**src/rtl/rr_mux_nto1.sv**
```systemverilog
// Registered N-to-1 mux with valid/ready handshakes and round-robin arbitration.
// Optional packet locking (in_last/out_last) is enabled by defining RR_MUX_PKT_LOCK_EN.
module rr_mux_nto1 #(
  parameter  int N  = 8,
  parameter  int W  = 8,
  localparam int SW = $clog2(N)
) (
  input  logic           clk,
  input  logic           rst_n,
  input  logic [N*W-1:0] in_data,
  input  logic [N-1:0]   in_valid,
  output logic [N-1:0]   in_ready,
`ifdef RR_MUX_PKT_LOCK_EN
  input  logic [N-1:0]   in_last,
  output logic           out_last,
`endif
  output logic [W-1:0]   out_data,
  output logic [SW-1:0]  out_sel,
  output logic           out_valid,
  input  logic           out_ready
);

  logic [W-1:0]  ch_data [N];
  logic [SW-1:0] last_grant;
  logic [SW-1:0] gnt_idx;
  logic [N-1:0]  gnt;
  logic          found;
  logic          load;
  logic          xfer;
`ifdef RR_MUX_PKT_LOCK_EN
  logic          locked;
  logic [SW-1:0] lock_ch;
`endif

  for (genvar i = 0; i < N; i++) begin : g_unpack
    assign ch_data[i] = in_data[i*W +: W];
  end

  assign load = ~out_valid | out_ready;

  // Search upward from the channel after the last grant, wrapping at N-1.
  always_comb begin
    int idx;
    logic [SW-1:0] idx_sw;
    idx     = 0;
    idx_sw  = '0;
    gnt_idx = '0;
    found   = 1'b0;
`ifdef RR_MUX_PKT_LOCK_EN
    if (locked) begin
      gnt_idx = lock_ch;
      found   = in_valid[lock_ch];
    end else begin
`endif
      for (int k = 1; k <= N; k++) begin
        idx    = (int'(last_grant) + k) % N;
        idx_sw = SW'(idx);
        if (!found && in_valid[idx_sw]) begin
          found   = 1'b1;
          gnt_idx = idx_sw;
        end
      end
`ifdef RR_MUX_PKT_LOCK_EN
    end
`endif
    gnt = found ? (N'(1) << gnt_idx) : '0;
  end

  assign in_ready = gnt & {N{load & rst_n}};
  assign xfer     = found & load;

  always_ff @(posedge clk) begin
    if (!rst_n) begin
      out_valid  <= 1'b0;
      out_data   <= '0;
      out_sel    <= '0;
      last_grant <= SW'(N - 1);
`ifdef RR_MUX_PKT_LOCK_EN
      out_last   <= 1'b0;
      locked     <= 1'b0;
      lock_ch    <= '0;
`endif
    end else if (load) begin
      if (xfer) begin
        out_valid <= 1'b1;
        out_data  <= ch_data[gnt_idx];
        out_sel   <= gnt_idx;
`ifdef RR_MUX_PKT_LOCK_EN
        out_last  <= in_last[gnt_idx];
        // Pointer advances only at packet end so the next packet is arbitrated fairly.
        if (in_last[gnt_idx]) begin
          last_grant <= gnt_idx;
          locked     <= 1'b0;
        end else begin
          locked     <= 1'b1;
          lock_ch    <= gnt_idx;
        end
`else
        last_grant <= gnt_idx;
`endif
      end else begin
        out_valid <= 1'b0;
      end
    end
  end

endmodule

```
**config.mk**
```make
export PLATFORM = sky130hd
export DESIGN_NAME = rr_mux_nto1
export DESIGN_NICKNAME = d
export VERILOG_FILES = /design/src/rtl/rr_mux_nto1.sv
export SDC_FILE = /design/constraint.sdc
export NUM_CORES = 1
export LEC_CHECK = 0
export BUFFER_PORTS_ARGS = -buffer_cell sky130_fd_sc_hd__buf_2
export CAP_MARGIN = 20
export CORE_MARGIN = 3
export CORE_UTILIZATION = 50
export CTS_BUF_LIST = sky130_fd_sc_hd__clkbuf_4
export CTS_CLUSTER_DIAMETER = 60
export DETAILED_ROUTE_END_ITERATION = 8
export GPL_TIMING_DRIVEN = 0
export PLACE_DENSITY = 0.84
export SYNTH_ARGS = -nofsm -noshare
export SYNTH_HDL_FRONTEND = slang
export SYNTH_SLANG_ARGS = --single-unit
```
**constraint.sdc**
```tcl
create_clock -name clk -period 5.8 [get_ports clk]
set_input_delay 0.29 -clock clk [delete_from_list [all_inputs] [get_ports clk]]
set_output_delay 0.29 -clock clk [all_outputs]
set_load 0.02 [all_outputs]
```
==> results of run 1 <==
-- per-stage QoR --
stage               setup slack, ns  power [W]  hold slack [ns]  utilization
CTS                           0.754    0.00207            0.297        0.667
finish                        0.630    0.00208            0.315        0.667
global route                  0.266    0.00225            0.342        0.667
global placement               1.11    0.00197            0.466        0.661
detailed placement             1.05    0.00200            0.498        0.661
floorplan                      1.43    0.00161            0.438            -
-- area by class of cell --
type	instances	area, µm²	area share
flip-flops and latches	15	300	0.110
clock inverters	1	5.00	0.00183
plain buffers	21	116	0.0427
multi-input cells	213	1730	0.635
inverters	6	22.5	0.00826
repair buffers	93	465	0.171
clock buffers	3	22.5	0.00826
well taps	50	62.6	0.0229
-- state kept, by name, indices dropped and copies added (netlist names) --
name,cells
out_data,8
last_grant,3
out_sel,3
out_valid,1
-- critical path: cells and delay by family (launching register included) --
family,cells,cell delay [ns]
fa+ha+maj,1,0.37
mux,1,0.35
simple gates,4,0.79
compound gates,3,1.14
buf+inv,7,1.58
flops,1,0.34
-- metal layers --
layer	share of wire	track usage	vias to the layer above	wire length (µm)
met5	0	0	-	0
met2	0.49	0.454	139	3430
met3	0.092	0.0540	15	641
met4	0.020	0.0898	0	138
met1	0.40	0.314	1136	2770
li1	-	-	1177	-
-- power breakdown --
part / switching (W) / leakage [nW] / internal [W]
Sequential: 0.0000216 / 0.125 / 0.000148
Clock: 0.0000351 / 0.0177 / 0.0000257
Combinational: 0.00103 / 1.17 / 0.000825
-- worst max path at each step --
| stage | from | slack (ns) | to |
|---|---|---|---|
| detailed placement | last_grant[0] | 1.05 | out_data[4] |
| global route | last_grant[0] | 0.27 | in_ready[0] |
| finish | last_grant[0] | 0.63 | in_ready[0] |
| global placement | last_grant[0] | 1.11 | out_data[6] |
| floorplan | last_grant[0] | 1.43 | in_ready[2] |
| CTS | last_grant[0] | 0.75 | in_ready[0] |
-- cells in the final DEF, fill, tap and decap left out, types with 7 or more instances in the layout --
| master | synthesis | layout |
|---|---|---|
| buf_2 | 6 | 99 |
| nand2_1 | 13 | 13 |
| nand2b_1 | 7 | 7 |
| nor2_1 | 15 | 15 |
| a221oi_1 | 8 | 8 |
| o21ai_0 | 16 | 16 |
| mux2_1 | 19 | 19 |
| clkbuf_1 | 9 | 9 |
| mux2i_1 | 42 | 42 |
| nor3_1 | 10 | 10 |
| dfxtp_1 | 15 | 15 |
-- cell families after synthesis --
group | Yosys count | synth area share
buffers and inverters | 27 | 0.0639
multiplexers | 73 | 0.385
flip-flops | 15 | 0.138
AND/OR/NAND/NOR | 74 | 0.185
adder cells (fa/ha/maj) | 2 | 0.0115
XOR/XNOR | 4 | 0.0161
AO/OA/AOI/OAI | 60 | 0.200
==> summary.md, run 1 <==
| Metric | Value |
|---|---|
| Vias in the first global route | 2390 |
| Initial antenna violation count | 0 |
| Reg2Reg Depth | 16 |
| Wire length per cell | 17.4 µm |
| Nets@finish | 430 |
| Fraction of registers with async set/reset | 0 |
| Minimum clock period | 5.17 ns |
| Slew @ Worst Pin | between 0.9 and 1 ns |
| Most used cell, CP | buf_2 |
| Maximum buffer depth of the clock tree | 2 |
| WP data arrival | 4.88 ns |
| Final WL | about 7000 µm |
| Drt drc | 0 |
| Share of cells above drive strength 1 | 0.355 |
| HPWL after detailed placement | 5700 µm |
| Mapped cell area | 0.00217 mm² |
| Finished Layout Cells | around 400 |
| Initial Utilization | 0.532 |
| Placer Congestion | 0.912 |
| CTS tree | yes |
| Synth area leaders | mux2i_1, dfxtp_1, mux2_1 |
| Worst vdd ir | ~0.45 mV |
| HP Class | in -> reg |
| Cells after synthesis | 255 |
| Final Instance Area | 0.00273 mm² |
| Setup violators final | 0 |
| Hold endpoint | out_valid |
| N_diodes | 0 |
| Reg2reg end | out_data[4] |
| Hold depth | 3 |
| Crit path largest cell delay | 0.84 ns |
| Clock Latency Late Sink | 0.30 ns |
| Req. time, crit path | 5.51 ns |
| R2r startpoint | last_grant[0] |
| Syn_area_per_cell | approximately 8.5 µm² |
| Antenna-violating nets left | 0 |
| Filler cell count | 367 |
| Die footprint | approximately 0.0052 mm² |
| Core box area | 0.00409 mm² |
| Yosys top cell area share | 0.194 |
| Worst Skew | 0.0118 ns |
| Placed Cells | ~400 |
| Seq/Total Area, Yosys | 0.138 |
| Total track usage | 0.259 |
| Detailed-router iteration count before antenna repair | 4 |
| First-pass GRT wire length | 11000 µm |
| Status | complete, no violations |
| Postcts setup bufs | 0 |
| Vias per Instance | just over 6 |
| Critical Path End Type | primary output |
| CP max stage cell | a2111oi_1 |
| TNS Setup | 0 ns |
| Gr ovfl total | 0 |
| CTS hold repair buffers | 0 |
| Max-Cap Viols | 0 |
| Post-CTS sizing | 0 |
| # IOs | 95 |
| Count leader, synth | mux2i_1 |
| Final hold viol count | 0 |
| Row cnt | 23 |
| Max_slew headroom | 0.393 |
| Startpoint Class | flop |
| Kind of critical path | reg -> out |
| Clk root buf | clkbuf_4 |
| Yosys top cell by area | mux2i_1 |
| Final Max Slew Viols | 0 |
| CP Max Fanout | 10 |
| Placed instance area | 0.00270 mm² |
| Chip Height | 71.9 µm |
| Unrepaired setup endpoints after global routing | false |
| Num CTS Buffers | 3 |
| Reg clk slew, reported paths | 0.10 ns |
| Area delta synth->final | 25.6% |
| Final period utilization | 0.891 |
| Die X | 71.9 µm |
| PwrDens | 763 mW/mm² |
| Synth cell types | 51 |
| Port bufs | 93 |
| Fmax | 193 MHz |
| Commonest cells in the netlist | mux2i_1, mux2_1, o21ai_0 |
| Yosys warning count | 0 |
| H-tree depth reported by CTS | 1 |
| Post-synth EDFFs | 0 |
| Clk sinks | 15 |
| Hold Crit Start | out_ready |
| Vias post-DR | 2467 |
| Drt initial violations | 104 |
| Mapped Nets | between 300 and 400 |
| Largest net degree at the start of global routing | 11 |
| #FFs+latches synth | 15 |
| Prevailing post-synth register cell | dfxtp_1 |
| Crit-path cells | buf_2 > buf_2 > clkinv_1 > ha_1 > buf_6 > mux2i_1 > a21oi_1 > a2111oi_1 > nand2_1 > nand2b_1 > a31o_1 > buf_2 > buf_4 > nand3_1 > nor3b_1 > buf_2 |
| Flop2flop setup slack | 0.93 ns |
| Leak | 1.31 nW |
(Power assumes the default switching activity.)
==> run 2: changes to the inputs <==
--- a/config.mk
+++ b/config.mk
@@ -13,7 +13,9 @@
 export CTS_CLUSTER_DIAMETER = 60
 export DETAILED_ROUTE_END_ITERATION = 8
 export GPL_TIMING_DRIVEN = 0
+export HOLD_SLACK_MARGIN = 0.06
 export PLACE_DENSITY = 0.84
+export RECOVER_POWER = 25
 export SYNTH_ARGS = -nofsm -noshare
 export SYNTH_HDL_FRONTEND = slang
 export SYNTH_SLANG_ARGS = --single-unit
==> run 2 against run 1 <==
Clock-buffer cell count is the same. Non-clock buffer count is the same. Clock power is essentially flat. Design area shrank 0.37%. Worst setup slack gained 0.019 ns. Sequential cell count is the same. Via count grew 0.73%. Power shrank 0.18%. Sequential share of layout area is essentially flat. Die area is the same. Critical endpoint unchanged. Critical path depth is the same. Fmax grew 0.36%.
==> summary.md, run 2 (synthesis gave the netlist of run 1 again) <==
| Metric | Value |
|---|---|
| Status | complete, no violations |
| Postcts setup bufs | 0 |
| HP Class | in -> reg |
| Final period utilization | 0.888 |
| TNS Setup | 0 ns |
| Detailed-router iteration count before antenna repair | 4 |
| Maximum buffer depth of the clock tree | 2 |
| N_diodes | 0 |
| Antenna-violating nets left | 0 |
| Post-CTS sizing | 0 |
| Num CTS Buffers | 3 |
| H-tree depth reported by CTS | 1 |
| Placer Congestion | 0.912 |
| Commonest non-fill, non-tap cells in the layout | buf_2, mux2i_1, mux2_1, clkbuf_1, o21ai_0 |
| Drt initial violations | 96 |
| Clock Latency Late Sink | approximately 0.30 ns |
| Fmax | 194 MHz |
| Critical Path End Type | primary output |
| Area delta synth->final | 25.1% |
| Core box area | 0.00409 mm² |
| WP data arrival | 4.86 ns |
| Total track usage | 0.259 |
| Setup violators final | 0 |
| Top reg by flops | out_data |
| Regs by FF count | out_data (8), last_grant (3), out_sel (3) |
| Slew @ Worst Pin | 0.901 ns |
| Final hold viol count | 0 |
| Initial antenna violation count | 0 |
| Req. time, crit path | 5.51 ns |
| Wire length per cell | 17.4 µm |
| Kind of critical path | reg -> out |
| Reg2Reg Depth | 16 |
| CTS tree | yes |
| Final Instance Area | 0.00272 mm² |
| Max-Cap Viols | 0 |
| Filler cell count | approximately 370 |
| PwrDens | 764 mW/mm² |
| CTS hold repair buffers | 0 |
| Worst Skew | 0.0114 ns |
| Worst Hold Slack | approximately 0.31 ns |
| Vias post-DR | roughly 2500 |
| Flop2flop setup slack | 0.94 ns |
| Hold depth | 3 |
| Initial Utilization | 0.532 |
| Placed instance area | 0.00270 mm² |
| Share of cells above drive strength 1 | 0.332 |
| Max_slew headroom | 0.398 |
| # IOs | 95 |
| Clk root buf | clkbuf_4 |
| Unrepaired setup endpoints after global routing | false |
| Clk sinks | 15 |
| Final Max Slew Viols | 0 |
| Largest net degree at the start of global routing | 11 |
| Most common cell after layout, fill and taps aside | buf_2 |
| Row cnt | 23 |
| Final WL | 6980 µm |
| Worst vdd ir | 0.450 mV |
| Max reg flops | 8 |
| Multi-input combinational cell area | 0.00173 mm² |
| Placed Cells | 398 |
| Vias in the first global route | roughly 2400 |
| Startpoint Class | flop |
| Vias per Instance | 6.18 |
| Nets@finish | 430 |
| Die X | 71.9 µm |
| HPWL after detailed placement | 5700 µm |
| CP Max Fanout | 10 |
| Power, Total | 0.00208 W |
| Chip Height | around 70 µm |
| Leak | 1.28 nW |
| Register area | 300 µm² |
| Minimum clock period | just over 5 ns |
| Die footprint | 0.00517 mm² |
| Drt drc | 0 |
| Port bufs | 93 |
| Finished Layout Cells | 402 |
| Reg clk slew, reported paths | 0.10 ns |
| Gr ovfl total | 0 |
| First-pass GRT wire length | 11000 µm |
run 2: cell count changes in the layout (fill, tap and decap cells not counted):
cell,change
buf_2,-8
clkbuf_1,+8
run 2: final cells by class:
cell class              instances  area share
well taps                      50      0.0230
flip-flops and latches         15       0.110
multi-input cells             213       0.638
repair buffers                 93       0.168
clock buffers                   3     0.00829
clock inverters                 1     0.00184
plain buffers                  21      0.0428
inverters                       6     0.00829
run 2: worst max-delay path, cell delays in order, from the launching register on:
cell and delay [ns]:
dfxtp_1 0.34, buf_2 0.24, buf_2 0.30, clkinv_1 0.26, ha_1 0.37, buf_6 0.14, mux2i_1 0.35, a21oi_1 0.15
a2111oi_1 0.84, nand2_1 0.22, nand2b_1 0.17, a31o_1 0.15, buf_2 0.19, buf_4 0.25, nand3_1 0.17, nor3b_1 0.23
buf_2 0.19
run 2: through the flow:
stage	util	setup WS, ns
3_3_place_gp	0.661	1.11
5_1_grt	0.665	0.266
6_report	0.665	0.649
2_1_floorplan	-	1.43
4_1_cts	0.667	0.754
3_5_place_dp	0.661	1.05
run 2: worst paths after layout:
kind                               endpoint           from
worst max-delay path            in_ready[0]  last_grant[0]
worst min-delay path              out_valid      out_ready
worst max register to register  out_data[4]  last_grant[0]
worst min register to register   out_sel[1]     out_sel[1]
run 2: metal layers:
layer  global-route usage  wire length (µm)  up-vias
met5                    0                 0        -
met2                0.454              3410      134
met1                0.314              2840     1156
met4               0.0898               175        0
met3               0.0540               551       20
li1                     -                 -     1175
run 2: power by group:
| group | total, W | internal [W] | switching (W) |
|---|---|---|---|
| Sequential | 0.000171 | 0.000148 | 0.0000227 |
| Combinational | 0.00185 | 0.000819 | 0.00103 |
| Clock | 0.0000610 | 0.0000257 | 0.0000353 |
==> run 3: changes to the inputs <==
==> config.mk (replaced) <==
export PLATFORM = sky130hd
export DESIGN_NAME = rr_mux_nto1
export DESIGN_NICKNAME = d
export VERILOG_FILES = /design/src/rtl/rr_mux_nto1.sv
export SDC_FILE = /design/constraint.sdc
export NUM_CORES = 1
export LEC_CHECK = 0
export BUFFER_PORTS_ARGS = -buffer_cell sky130_fd_sc_hd__buf_4
export CAP_MARGIN = 20
export CORE_MARGIN = 3
export CORE_UTILIZATION = 50
export CTS_BUF_LIST = sky130_fd_sc_hd__clkbuf_4
export DETAILED_ROUTE_END_ITERATION = 8
export GPL_TIMING_DRIVEN = 0
export HOLD_SLACK_MARGIN = 0.06
export PLACE_DENSITY = 0.84
export RECOVER_POWER = 25
export SETUP_SLACK_MARGIN = 0.1
export SYNTH_ARGS = -nofsm -noshare
export SYNTH_HDL_FRONTEND = slang
export SYNTH_SLANG_ARGS = --single-unit
==> run 3 against run 2 <==
Sequential power hardly changed. Fmax about the same. Critical path depth is 1 higher. Utilization up 5.2 points. Global-route usage up 2.2 points. Clock-buffer cell count is the same. Largest power group unchanged. Highest routed layer unchanged. Die area unchanged. Via count stayed put. First-iteration DRC count up 14%. Final cell count is the same.
==> summary.md, run 3 (synthesis gave the netlist of run 1 again) <==
| Metric | Value |
|---|---|
| Status | complete, no violations |
| Reg2Reg Depth | 15 |
| Leak | around 1.3 nW |
| Antenna-violating nets left | 0 |
| Post-CTS sizing | 0 |
| Max_slew headroom | 0.456 |
| Max reg flops | 8 |
| Wire length per cell | 18.6 µm |
| Final WL | roughly 7500 µm |
| Req. time, crit path | 5.51 ns |
| Gr ovfl total | 0 |
| Initial Utilization | 0.532 |
| Met3 routed WL | 588 µm |
| N_diodes | 0 |
| Flop2flop setup slack | 0.88 ns |
| Worst Skew | roughly 0.0036 ns |
| CTS tree | yes |
| Row cnt | 23 |
| Reg2reg end | out_data[4] |
| Num CTS Buffers | 3 |
| HP Class | in -> reg |
| Vias per Instance | 6.18 |
| Share of cells above drive strength 1 | 0.332 |
| First-pass GRT wire length | 11600 µm |
| Worst vdd ir | 0.463 mV |
| Drt initial violations | ~110 |
| Slew @ Worst Pin | 0.815 ns |
| Core box area | approximately 0.0041 mm² |
| Clk sinks | 15 |
| Minimum clock period | 5.15 ns |
| Top reg by flops | out_data |
| H-tree depth reported by CTS | 1 |
| Met1 wire length | 3130 µm |
| Die X | 71.9 µm |
| Total track usage | 0.281 |
| Largest net degree at the start of global routing | 11 |
| Clock Latency Late Sink | 0.29 ns |
| Detailed-router iteration count before antenna repair | 4 |
| Clk root buf | clkbuf_4 |
| Setup violators final | 0 |
| Most common cell after layout, fill and taps aside | buf_4 |
| CTS hold repair buffers | 0 |
| Placer Congestion | 0.924 |
| Initial antenna violation count | 0 |
| Fmax | 194 MHz |
| Critical Path End Type | primary output |
| Final Max Slew Viols | 0 |
| Vias post-DR | 2485 |
| Worst Hold Slack | roughly 0.29 ns |
| CP Max Fanout | 10 |
| Worst setup path endpoint | in_ready[1] |
| WP data arrival | 4.86 ns |
| Drt drc | 0 |
| Startpoint Class | flop |
| Final period utilization | 0.888 |
| Reg clk slew, reported paths | ~0.090 ns |
| Kind of critical path | reg -> out |
| Port bufs | 93 |
| Commonest non-fill, non-tap cells in the layout | buf_4, mux2i_1, mux2_1, clkbuf_1, o21ai_0 |
| Max-Cap Viols | 0 |
| Area delta synth->final | 34.9% |
| Unrepaired setup endpoints after global routing | false |
| HPWL after detailed placement | 6050 µm |
| Top Metal Used | met4 |
| PwrDens | 723 mW/mm² |
| Chip Height | 71.9 µm |
| Filler cell count | 344 |
| Postcts setup bufs | 0 |
| Regs by FF count | out_data (8), last_grant (3), out_sel (3) |
| Maximum buffer depth of the clock tree | 2 |
| # IOs | 95 |
| DR WL met2 | 3690 µm |
| Critical Path Source | last_grant[1] |
| Final hold viol count | 0 |
| R2r startpoint | last_grant[1] |
| Vias in the first global route | 2275 |
| TNS Setup | 0 ns |
| Nets@finish | 430 |
| Die footprint | 0.00517 mm² |
==> run 3: worst min path at each step <==
stage          startpoint     endpoint  slack [ns]  cells after the start
6_report        out_ready    out_valid        0.29                      3
5_1_grt         out_ready    out_valid        0.31                      3
4_1_cts         out_ready    out_valid        0.29                      3
3_5_place_dp   out_sel[1]   out_sel[1]        0.50                      2
3_3_place_gp   out_sel[1]   out_sel[1]        0.47                      2
2_1_floorplan       rst_n  out_data[1]        0.44                      2
==> run 3: metal layers <==
metal | GRT usage | vias up
li1 | - | 1175
met1 | 0.370 | 1177
met2 | 0.496 | 124
met3 | 0.0360 | 9
met4 | 0.0543 | 0
met5 | 0 | -
==> run 3: report_power, final <==
group          total (W)  internal [W]  switching (W)
Combinational    0.00189      0.000849        0.00104
Clock          0.0000596     0.0000257      0.0000339
Sequential      0.000172      0.000148      0.0000241
==> run 3: worst max-delay path, cell delays in order (launching register included) <==
cell and delay (ns):
dfxtp_1 0.34, buf_4 0.17, clkbuf_1 0.41, inv_1 0.28
ha_1 0.36, buf_6 0.14, buf_2 0.25, mux2_1 0.38
nor3_1 0.24, a21oi_1 0.09, a21boi_0 0.20, o41ai_1 0.42
and4_4 0.28, or2_1 0.09, buf_2 0.15, buf_2 0.23
nor3b_1 0.33, buf_4 0.21
==> run 3: stage by stage <==
step,instances,worst slack [ns],area [µm²],util,power (W)
floorplan,255,1.43,2170,-,0.00161
global placement,398,1.12,2930,0.718,0.00203
detailed placement,398,1.07,2930,0.718,0.00206
CTS,402,0.739,2960,0.724,0.00213
global route,402,0.264,2930,0.717,0.00228
finish,402,0.647,2930,0.717,0.00212
==> run 3: area by class of cell <==
type                            instances  area, µm²  area share
Multi-Input combinational cell        213       1730       0.591
Timing Repair Buffer                   93        668       0.228
Sequential cell                        15        300       0.102
Buffer                                 21        116      0.0397
Tap cell                               50       62.6      0.0213
Clock buffer                            3       22.5     0.00769
Inverter                                6       22.5     0.00769
Clock inverter                          1       5.00     0.00171
